## config.mk

```make
export PLATFORM = sky130hd
export DESIGN_NAME = sampler_flat
export DESIGN_NICKNAME = d
export VERILOG_FILES = /design/src/rtl/sampler_pkg.sv /design/src/rtl/sampler_if.sv /design/src/rtl/sampler_sync_ff.sv /design/src/rtl/sampler.sv /design/src/flat_wrapper.sv
export SDC_FILE = /design/constraint.sdc
export NUM_CORES = 1
export LEC_CHECK = 0
export ABC_AREA = 1
export CAP_MARGIN = 20
export CORE_MARGIN = 3
export CORE_UTILIZATION = 30
export DETAILED_ROUTE_END_ITERATION = 8
export PLACE_DENSITY_LB_ADDON = 0.3
export SLEW_MARGIN = 0
export SYNTH_ARGS = -nofsm -noshare
export SYNTH_HDL_FRONTEND = slang
export SYNTH_HIERARCHICAL = 1
export SYNTH_SLANG_ARGS = --single-unit
```

## constraint.sdc

```tcl
create_clock -name clk_i -period 1.9 [get_ports clk_i]
set_clock_uncertainty 0.05 [all_clocks]
set_input_delay 0.19 -clock clk_i [delete_from_list [all_inputs] [get_ports clk_i]]
set_output_delay 0.19 -clock clk_i [all_outputs]
set_load 0.02 [all_outputs]
```

## src/rtl/sampler_pkg.sv

```systemverilog
// sampler_pkg: constants shared by the sampling front end and the trigger
// stages. GRP_W is the channel-group granularity used by group disable.
package sampler_pkg;
  localparam int DEFAULT_WIDTH = 32;
  localparam int SUMP_DIV_W    = 24;
  localparam int GRP_W         = 8;
endpackage

```

## src/rtl/sampler_if.sv

```systemverilog
// sampler_if: control/data bundle between the SUMP command decoder and the
// sampler. The master side drives the controls and the raw probes. The
// slave (sampler) side returns the sample word and strobe.
interface sampler_if #(
  parameter int WIDTH = 32,
  parameter int DIV_W = 24
);
  logic                 en_i;
  logic [DIV_W-1:0]     div_i;
  logic                 div_stb_i;
  logic                 test_i;
  logic [WIDTH/8-1:0]   grp_dis_i;
  logic [WIDTH-1:0]     data_i;
  logic [WIDTH-1:0]     smpl_o;
  logic                 stb_o;

  modport master (
    output en_i, div_i, div_stb_i, test_i, grp_dis_i, data_i,
    input  smpl_o, stb_o
  );
  modport slave (
    input  en_i, div_i, div_stb_i, test_i, grp_dis_i, data_i,
    output smpl_o, stb_o
  );
endinterface

```

## src/rtl/sampler_sync_ff.sv

```systemverilog
// sync_ff: two-flop synchronizer for a bus of asynchronous inputs.
// Ports: clk_i/rst_in (async active-low), d_i raw input, q_o synchronized.
// Each bit is synchronized independently. Multi-bit coherence is not
// guaranteed, which is acceptable for independent probe channels.
module sync_ff #(
  parameter int WIDTH = 8
) (
  input  logic             clk_i,
  input  logic             rst_in,
  input  logic [WIDTH-1:0] d_i,
  output logic [WIDTH-1:0] q_o
);
  logic [WIDTH-1:0] r_meta;
  logic [WIDTH-1:0] r_sync;

  always_ff @(posedge clk_i or negedge rst_in) begin
    if (!rst_in) begin
      r_meta <= '0;
      r_sync <= '0;
    end else begin
      r_meta <= d_i;
      r_sync <= r_meta;
    end
  end

  assign q_o = r_sync;
endmodule

```

## src/rtl/sampler.sv

```systemverilog
// sampler: synchronizes probes and divides clk_i into a sample strobe
// (rate f_clk/(div+1)). It applies per-byte group disable and an optional
// counter test pattern.
// Ports: clk_i, rst_in (async active-low), bus (sampler_if.slave):
//   en_i, div_i/div_stb_i, test_i, grp_dis_i, data_i -> smpl_o, stb_o.
// smpl_o is valid only while stb_o is high, and holds between strobes.
module sampler
  import sampler_pkg::*;
#(
  parameter int WIDTH = DEFAULT_WIDTH,
  parameter int DIV_W = SUMP_DIV_W
) (
  input  logic    clk_i,
  input  logic    rst_in,
  sampler_if.slave bus
);
  localparam int NGRP = WIDTH / GRP_W;

  logic [WIDTH-1:0] w_sync;
  logic [WIDTH-1:0] w_src;
  logic [WIDTH-1:0] w_word;
  logic             w_fire;

  logic [DIV_W-1:0] r_div;
  logic [DIV_W-1:0] r_cnt;
  logic [WIDTH-1:0] r_tcnt;
  logic [WIDTH-1:0] r_smpl;
  logic             r_stb;

  sync_ff #(.WIDTH(WIDTH)) u_sync (
    .clk_i  (clk_i),
    .rst_in (rst_in),
    .d_i    (bus.data_i),
    .q_o    (w_sync)
  );

  // Strobe event: enabled and the counter has expired.
  assign w_fire = bus.en_i && (r_cnt == '0);

  // Test pattern uses the pre-increment counter, so the first sample is 0.
  assign w_src = bus.test_i ? r_tcnt : w_sync;

  for (genvar g = 0; g < NGRP; g++) begin : g_grp
    assign w_word[g*GRP_W +: GRP_W] =
      bus.grp_dis_i[g] ? '0 : w_src[g*GRP_W +: GRP_W];
  end

  // The divider register loads independently of en_i.
  always_ff @(posedge clk_i or negedge rst_in) begin
    if (!rst_in)            r_div <= '0;
    else if (bus.div_stb_i) r_div <= bus.div_i;
  end

  always_ff @(posedge clk_i or negedge rst_in) begin
    if (!rst_in) begin
      r_cnt  <= '0;
      r_tcnt <= '0;
      r_smpl <= '0;
      r_stb  <= 1'b0;
    end else if (!bus.en_i) begin
      r_cnt  <= '0;
      r_tcnt <= '0;
      r_stb  <= 1'b0;
    end else if (w_fire) begin
      // A same-cycle load takes effect for the period starting now.
      r_cnt  <= bus.div_stb_i ? bus.div_i : r_div;
      r_tcnt <= r_tcnt + WIDTH'(1);
      r_smpl <= w_word;
      r_stb  <= 1'b1;
    end else begin
      // A mid-period load aborts the current period so the new rate starts
      // with a strobe on the very next cycle.
      r_cnt  <= bus.div_stb_i ? '0 : r_cnt - DIV_W'(1);
      r_stb  <= 1'b0;
    end
  end

  assign bus.smpl_o = r_smpl;
  assign bus.stb_o  = r_stb;
endmodule
```

## src/flat_wrapper.sv

```systemverilog
// flat-port wrapper written by rule: the top's interface ports become plain ports
module sampler_flat import sampler_pkg::*;
#(
  parameter int WIDTH = DEFAULT_WIDTH,
  parameter int DIV_W = SUMP_DIV_W
)
  (clk_i, rst_in, bus_en_i, bus_div_i, bus_div_stb_i, bus_test_i, bus_grp_dis_i, bus_data_i, bus_smpl_o, bus_stb_o);
  sampler_if #(.WIDTH(WIDTH), .DIV_W(DIV_W)) bus_i ();
  input  logic clk_i;
  input  logic rst_in;
  input wire logic [$bits(bus_i.en_i)-1:0] bus_en_i;
  input wire logic [$bits(bus_i.div_i)-1:0] bus_div_i;
  input wire logic [$bits(bus_i.div_stb_i)-1:0] bus_div_stb_i;
  input wire logic [$bits(bus_i.test_i)-1:0] bus_test_i;
  input wire logic [$bits(bus_i.grp_dis_i)-1:0] bus_grp_dis_i;
  input wire logic [$bits(bus_i.data_i)-1:0] bus_data_i;
  output wire logic [$bits(bus_i.smpl_o)-1:0] bus_smpl_o;
  output wire logic [$bits(bus_i.stb_o)-1:0] bus_stb_o;
  assign bus_i.en_i = bus_en_i;
  assign bus_i.div_i = bus_div_i;
  assign bus_i.div_stb_i = bus_div_stb_i;
  assign bus_i.test_i = bus_test_i;
  assign bus_i.grp_dis_i = bus_grp_dis_i;
  assign bus_i.data_i = bus_data_i;
  assign bus_smpl_o = bus_i.smpl_o;
  assign bus_stb_o = bus_i.stb_o;
  sampler #(.WIDTH(WIDTH), .DIV_W(DIV_W)) u_core (.clk_i(clk_i), .rst_in(rst_in), .bus(bus_i));
endmodule
```

==> results of run 1 <==
==> metrics by stage <==
step	cells	TNS (ns)	setup slack, ns	cell area (um^2)	power, mW
after floorplan	931	0	0.194	7900	9.20
after global placement	1359	0	0.0655	9440	11.3
after detailed placement	1359	0	0.0192	9440	11.3
after CTS	1392	0	0.0496	10100	15.0
after global routing	1400	-0.0187	-0.00553	10300	16.8
final	1400	0	0.100	10300	15.6
==> cells in the mapped netlist (all sizes together) <==
library cell	n
nor2	115
a21oi	30
or2	5
dfrtp	177
nand2	313
o211ai	24
inv	76
clkinv	1
nand4	25
xor2	10
nand3	36
o31ai	8
clkbuf	19
xnor2	3
and3	1
ha	3
nor3	22
a31oi	1
o21ai	51
buf	11
==> final cells by class <==
| type | count | area [um^2] |
|---|---|---|
| fill | 2568 | 15300 |
| sequential | 177 | 4430 |
| multi-input combinational | 647 | 3110 |
| timing repair buffer | 137 | 1380 |
| clock buffer | 17 | 425 |
| tap | 330 | 413 |
| inverter | 77 | 293 |
| clock inverter | 15 | 199 |
==> state kept, by name, indices dropped and copies added, names as in the netlist <==
signal,cells
u_core/u_sync/r_meta,32
u_core/bus.stb_o,1
u_core/r_tcnt,32
u_core/u_sync/q_o,32
u_core/r_div,24
u_core/r_cnt,24
u_core/bus.smpl_o,32
==> logic make-up (layout without fill, tap and decap cells) <==
group                      Yosys count  after routing  share of synthesized area
and+or+nand+nor                    517            517                      0.283
DFF                                177            177                      0.560
AOI/OAI and AO/OA                  114            114                     0.0825
buffers and inverters              107            246                     0.0551
xor gates and xnor gates            13             13                     0.0144
adders and majority gates            3              3                    0.00475
==> placed cells by master, fill, tap and decap left out, drive strengths merged <==
master | synthesis | routed
a21oi | 30 | 30
a31oi | 1 | 1
and3 | 1 | 1
buf | 11 | 40
clkbuf | 19 | 18
clkdlybuf4s50 | 0 | 95
clkinv | 1 | 9
dfrtp | 177 | 177
dlygate4sd3 | 0 | 1
ha | 3 | 3
inv | 76 | 83
nand2 | 313 | 313
nand3 | 36 | 36
nand4 | 25 | 25
nor2 | 115 | 115
nor3 | 22 | 22
o211ai | 24 | 24
o21ai | 51 | 51
o31ai | 8 | 8
or2 | 5 | 5
xnor2 | 3 | 3
xor2 | 10 | 10
==> power groups by stage <==
stage	logic (mW)	registers [mW]	clock network (mW)
detailed placement	6.51	4.78	0
floorplan	4.29	4.91	0
global placement	6.46	4.79	0
CTS	6.54	4.72	3.71
global route	8.12	4.81	3.86
finish	7.26	4.73	3.62
==> how the worst min path moves through the flow <==
stage,slack [ns],endpoint,cells past startpoint
2_1_floorplan,-0.16,u_core/bus.smpl_o[0],0
3_3_place_gp,0.09,u_core/u_sync/q_o[6],1
3_5_place_dp,0.09,u_core/u_sync/r_meta[4],1
4_1_cts,0.1,u_core/u_sync/r_meta[19],1
5_1_grt,0.1,u_core/u_sync/r_meta[15],1
6_report,0.12,u_core/u_sync/r_meta[19],1
==> what timing repair did <==
item / CTS / global route
hold buffers: 1 / 0
pin swaps: 0 / 7
endpoints found under the setup margin: 1 / 53
resized for setup: 1 / 24
hold endpoints to repair: 39 / 0
cloned: 0 / 2
buffers inserted: 0 / 6
==> per-layer routing <==
layer	GRT usage	vias up	routed length [um]
li1	-	3239	-
met2	0.231	140	9650
met3	0.0268	19	865
met1	0.200	3108	9560
met4	0.0470	0	293
met5	0	-	0
==> metrics.md, run 1 <==
| Metric | Value |
|---|---|
| Core Box Area | approximately 26000 um^2 |
| Initial DRC count | around 460 |
| Synth Register Bits | ~180 |
| Final Hold Slack | approximately 0.12 ns |
| Clock Power Share | 0.232 |
| Num ports | roughly 100 |
| Vias in the first global route | about 6400 |
| Clock sink total | about 180 |
| Final setup vio count | 0 |
| Via-per-instance ratio | 4.65 |
| Initial antenna violation count | 0 |
| Die height | ~170 um |
| Crit-path leading delay family | simple AND/OR/NAND/NOR gates |
| Routed len/inst | 14.5 um |
| P_int | between 8 and 9 mW |
| Crit-path slowest cell | dfrtp_1 |
| CTS tree | done |
| Hold Crit Class | in -> reg |
| Largest cells by area after synthesis | dfrtp_1 56%, nand2_1 15%, nor2_1 4.7% |
| R2R Path Start | u_core/r_cnt[9] |
| Site Rows | just under 60 |
| Yosys warns | 6 |
| First-pass GRT wire length | ~33000 um |
| Worst path max stage delay | 0.43 ns |
| Worst R2R End | u_core/bus.smpl_o[2] |
| Worst slew margin | 0.710 |
| Worst hold path startpoint | bus_data_i[19] |
| Clock slew at reported path FFs | roughly 0.090 ns |
| Share of layout cells above drive strength 1 | 0.113 |
| CP Depth | 8 |
| Number of max-cap violations | 0 |
| Achievable Freq | between 500 and 600 MHz |
| Fin. max-slew vios | 0 |
| Part of the Yosys area used for sequential elements | 0.560 |
| Die ar. | ~28000 um^2 |
| Clock latency on the worst-skew pair | around 0.45 ns |
| CTS Buffer Depth | 2 |
| Reg2reg path depth | 8 |
| TritonCTS buffer count | 17 |
| # diodes | 0 |
| Total number of vias | between 6000 and 7000 |
| DRC viols | 0 |
| Pwr dens | 1520 nW/um^2 |
| DRT Wirelength | 20400 um |
| Worst Max-Slew Pin Slew | roughly 0.43 ns |
| Synth top area share | 0.560 |
| Synthesized instance count | 931 |
| Crit. End Element | flop |
| Arr. time, crit path | around 2.1 ns |
| Syn nets | 999 |
| Final min period | approximately 1.8 ns |
| Critical-path maximum fanout | 34 |
| Largest net degree at the start of global routing | 70 |
| Mean post-synth cell area | 8.49 um^2 |
| Critical path endpoint | u_core/bus.smpl_o[2] |
| Crit Path Class | reg -> reg |
| Sw frac | 0.425 |
| Syn Std Cell Area | between 7000 and 8000 um^2 |
| # H-tree levels | 4 |
| Die span in x | 168 um |
| Number of nets in the layout | between 1000 and 1500 |
| Clk root buf | clkbuf_16 |
| Comb pwr share | 0.465 |
| Initial Util | 0.309 |
| DRT Pass-1 Iters | 5 |
| Lkg Pwr | ~4.6 nW |
| Critical-path cell list | nor2_2 > nand2_2 > nor2_8 > nand4_4 > buf_12 > clkbuf_16 > nand2_1 > o31ai_1 |
| Buf/Inv on CP | 2 |
| Worst Setup SP | u_core/r_cnt[9] |
| Area Overhead vs Synth | 29.7% |
| RD Place Congestion | between 0.8 and 0.9 |
| Post-layout util | 0.401 |
| Port Buf Inserts | 97 |
| Antenna viol nets, final | 0 |
| Period utilisation layout | 0.947 |
| Tot GR Track Use | 0.145 |
| Fin. Hold Viols | 0 |
| Flop pwr share | 0.303 |
| Congestion Overflow GR | 0 |
| Peak supply drop | 902 uV |
| Worst R2R Setup Slack | around 0.10 ns |
| Setup crit start kind | flop |
| Synth unique cells | 33 |
| Post-synth top area cell | dfrtp_1 |
| Worst path required time | about 2.2 ns |
| Hpwl dp | 14400 um |
| Switch Pwr | 6.63 mW |
| Status | finished, final reports clean |
(Power assumes the default switching activity.)
==> run 2: changes to the inputs <==
RECOVER_POWER = 25   (was default)
clock period = 2.1 ns   (was 1.9 ns; I/O delays follow)
==> metrics.md, run 2 (synthesis gave the netlist of run 1 again) <==
| Metric | Value |
|---|---|
| Fin. Hold Viols | 0 (unchanged) |
| Final setup vio count | 0 (unchanged) |
| Crit. End Element | flop |
| Die height | 168 um (unchanged) |
| Pwr dens | 1330 nW/um^2 (-13%) |
| Arr. time, crit path | 2.20 ns (+0.13 ns) |
| Final min period | 1.93 ns (+0.130 ns) |
| # H-tree levels | 4 (unchanged) |
| Period utilisation layout | 0.919 (-0.0282) |
| Share of layout cells above drive strength 1 | 0.0856 (-0.0275) |
| Final Hold Slack | 0.270 ns (+0.150 ns) |
| Core Box Area | 25500 um^2 (unchanged) |
| Worst slew margin | 0.0673 (-0.642) |
| Critical-path maximum fanout | 11 (-68%) |
| DRC viols | 0 (unchanged) |
| Post-CTS Setup Bufs | 0 (unchanged) |
| Largest net degree at the start of global routing | 70 (unchanged) |
| Achievable Freq | 518 MHz (-6.7%) |
| Crit Path Class | reg -> reg |
| Site Rows | 58 (unchanged) |
| Congestion Overflow GR | 0 (unchanged) |
| Initial Util | 0.309 (unchanged) |
| Total number of vias | 6406 (-1.5%) |
| Num ports | 98 (unchanged) |
| Commonest cells after routing, fill and taps aside | 309 x nand2_1, 177 x dfrtp_1, 99 x nor2_1 |
| Fin. max-slew vios | 0 (unchanged) |
| Unrepaired setup endpoints after global routing | no |
| Area Overhead vs Synth | 26.0% |
| Hold Buf Count CTS | 1 (unchanged) |
| Antenna viol nets, final | 0 (unchanged) |
| Die span in x | 168 um (unchanged) |
| Initial antenna violation count | 0 (unchanged) |
| Worst path required time | 2.36 ns (+0.19 ns) |
| Clock latency on the worst-skew pair | 0.45 ns (about the same) |
| Via-per-instance ratio | 4.64 (-0.25%) |
| Clock slew at reported path FFs | 0.07 ns (-0.02 ns) |
| Tot GR Track Use | 0.144 (-0.000743) |
| DRT Pass-1 Iters | 6 (+1) |
| Hpwl dp | 14400 um (+0.32%) |
| CTS resizes | 0 (-1) |
| Initial DRC count | 398 (-14%) |
| Number of nets in the layout | 1107 (-1.6%) |
| Status | finished, final reports clean |
| First-pass GRT wire length | 33000 um (-0.15%) |
| Vias in the first global route | 6308 (-1.6%) |
| Clk root buf | clkbuf_16 |
| Port Buf Inserts | 97 (unchanged) |
| Routed len/inst | 14.5 um (-0.64%) |
| Worst Max-Slew Pin Slew | 1.40 ns (+0.964 ns) |
| CTS tree | done |
| Peak supply drop | 719 uV (-20%) |
| Die ar. | 28300 um^2 (unchanged) |
| DRT Wirelength | 20000 um (-1.9%) |
| Clock sink total | 177 (unchanged) |
| TritonCTS buffer count | 17 (unchanged) |
| RD Place Congestion | 0.928 (+3.7%) |
| # diodes | 0 (unchanged) |
| Commonest non-fill, non-tap cell in the layout | nand2_1 |
| Hold Crit Class | in -> reg |
| CTS Buffer Depth | 2 (unchanged) |
| Lkg Pwr | 4.49 nW (-3.2%) |
| Setup TNS | 0 ns (unchanged) |
| Number of max-cap violations | 0 (unchanged) |
| Setup crit start kind | flop |
-- run 2: final timing paths --
kind / start / endpoint / slack [ns] / cells after the start
min in group asynchronous: rst_in / u_core/u_sync/q_o[17] / 0.61 / 2
worst max-delay path: u_core/r_cnt[0] / u_core/r_tcnt[20] / 0.17 / 12
worst min-delay path: bus_data_i[1] / u_core/u_sync/r_meta[1] / 0.27 / 1
max in group asynchronous: rst_in / u_core/u_sync/q_o[13] / 0.38 / 3
worst min register to register: u_core/u_sync/r_meta[17] / u_core/u_sync/q_o[17] / 0.30 / 0
worst max register to register: u_core/r_cnt[0] / u_core/r_tcnt[20] / 0.17 / 12
-- run 2: per-stage QoR --
step           cell area (um^2)  setup slack (ns)  instances   util  total power, mW
5_1_grt                    9960           0.00888       1382  0.390             14.2
6_report                   9960             0.170       1382  0.390             13.2
4_1_cts                    9970             0.182       1382  0.390             13.3
3_5_place_dp               9340             0.189       1349  0.366             10.0
3_3_place_gp               9340             0.236       1349  0.366             9.96
2_1_floorplan              7900             0.394        931      -             8.32
-- run 2: cell type report --
| type | instances | area [um^2] |
|---|---|---|
| fill | 2598 | 15600 |
| clock inverter | 15 | 186 |
| clock buffer | 17 | 425 |
| sequential | 177 | 4430 |
| multi-input combinational | 647 | 3040 |
| tap | 330 | 413 |
| timing repair buffer | 119 | 1180 |
| inverter | 77 | 289 |
-- run 2: metal layers --
| metal | global-route usage | wire (um) | vias to the layer above |
|---|---|---|---|
| met5 | 0 | 0 | - |
| met4 | 0.0363 | 187 | 0 |
| met3 | 0.0254 | 813 | 16 |
| met2 | 0.238 | 9480 | 138 |
| met1 | 0.198 | 9500 | 3041 |
| li1 | - | - | 3211 |
-- run 2: where the power goes --
part           total [mW]  switching, mW  leakage (nW)  internal [mW]
clock                3.26           1.54         0.295           1.71
sequential           4.26          0.358          2.25           3.91
combinational        5.70           3.73          1.95           1.97
total                13.2           5.63          4.49           7.59
-- run 2: worst max-delay path, cell delays in order (launching register included) --
cell and delay, ns:
dfrtp_1 0.36, inv_1 0.11, ha_1 0.21, inv_1 0.05
nor2_1 0.08, nand2_1 0.07, nor2_2 0.17, nand3_4 0.12
buf_4 0.22, nand2_8 0.10, inv_2 0.12, nand2_1 0.09
nand2_1 0.05
==> run 3: changes to the inputs <==
SLEW_MARGIN = default   (was 0)
==> results of run 3 <==
The final DEF is identical to that of run 2; final timing and power are the same.
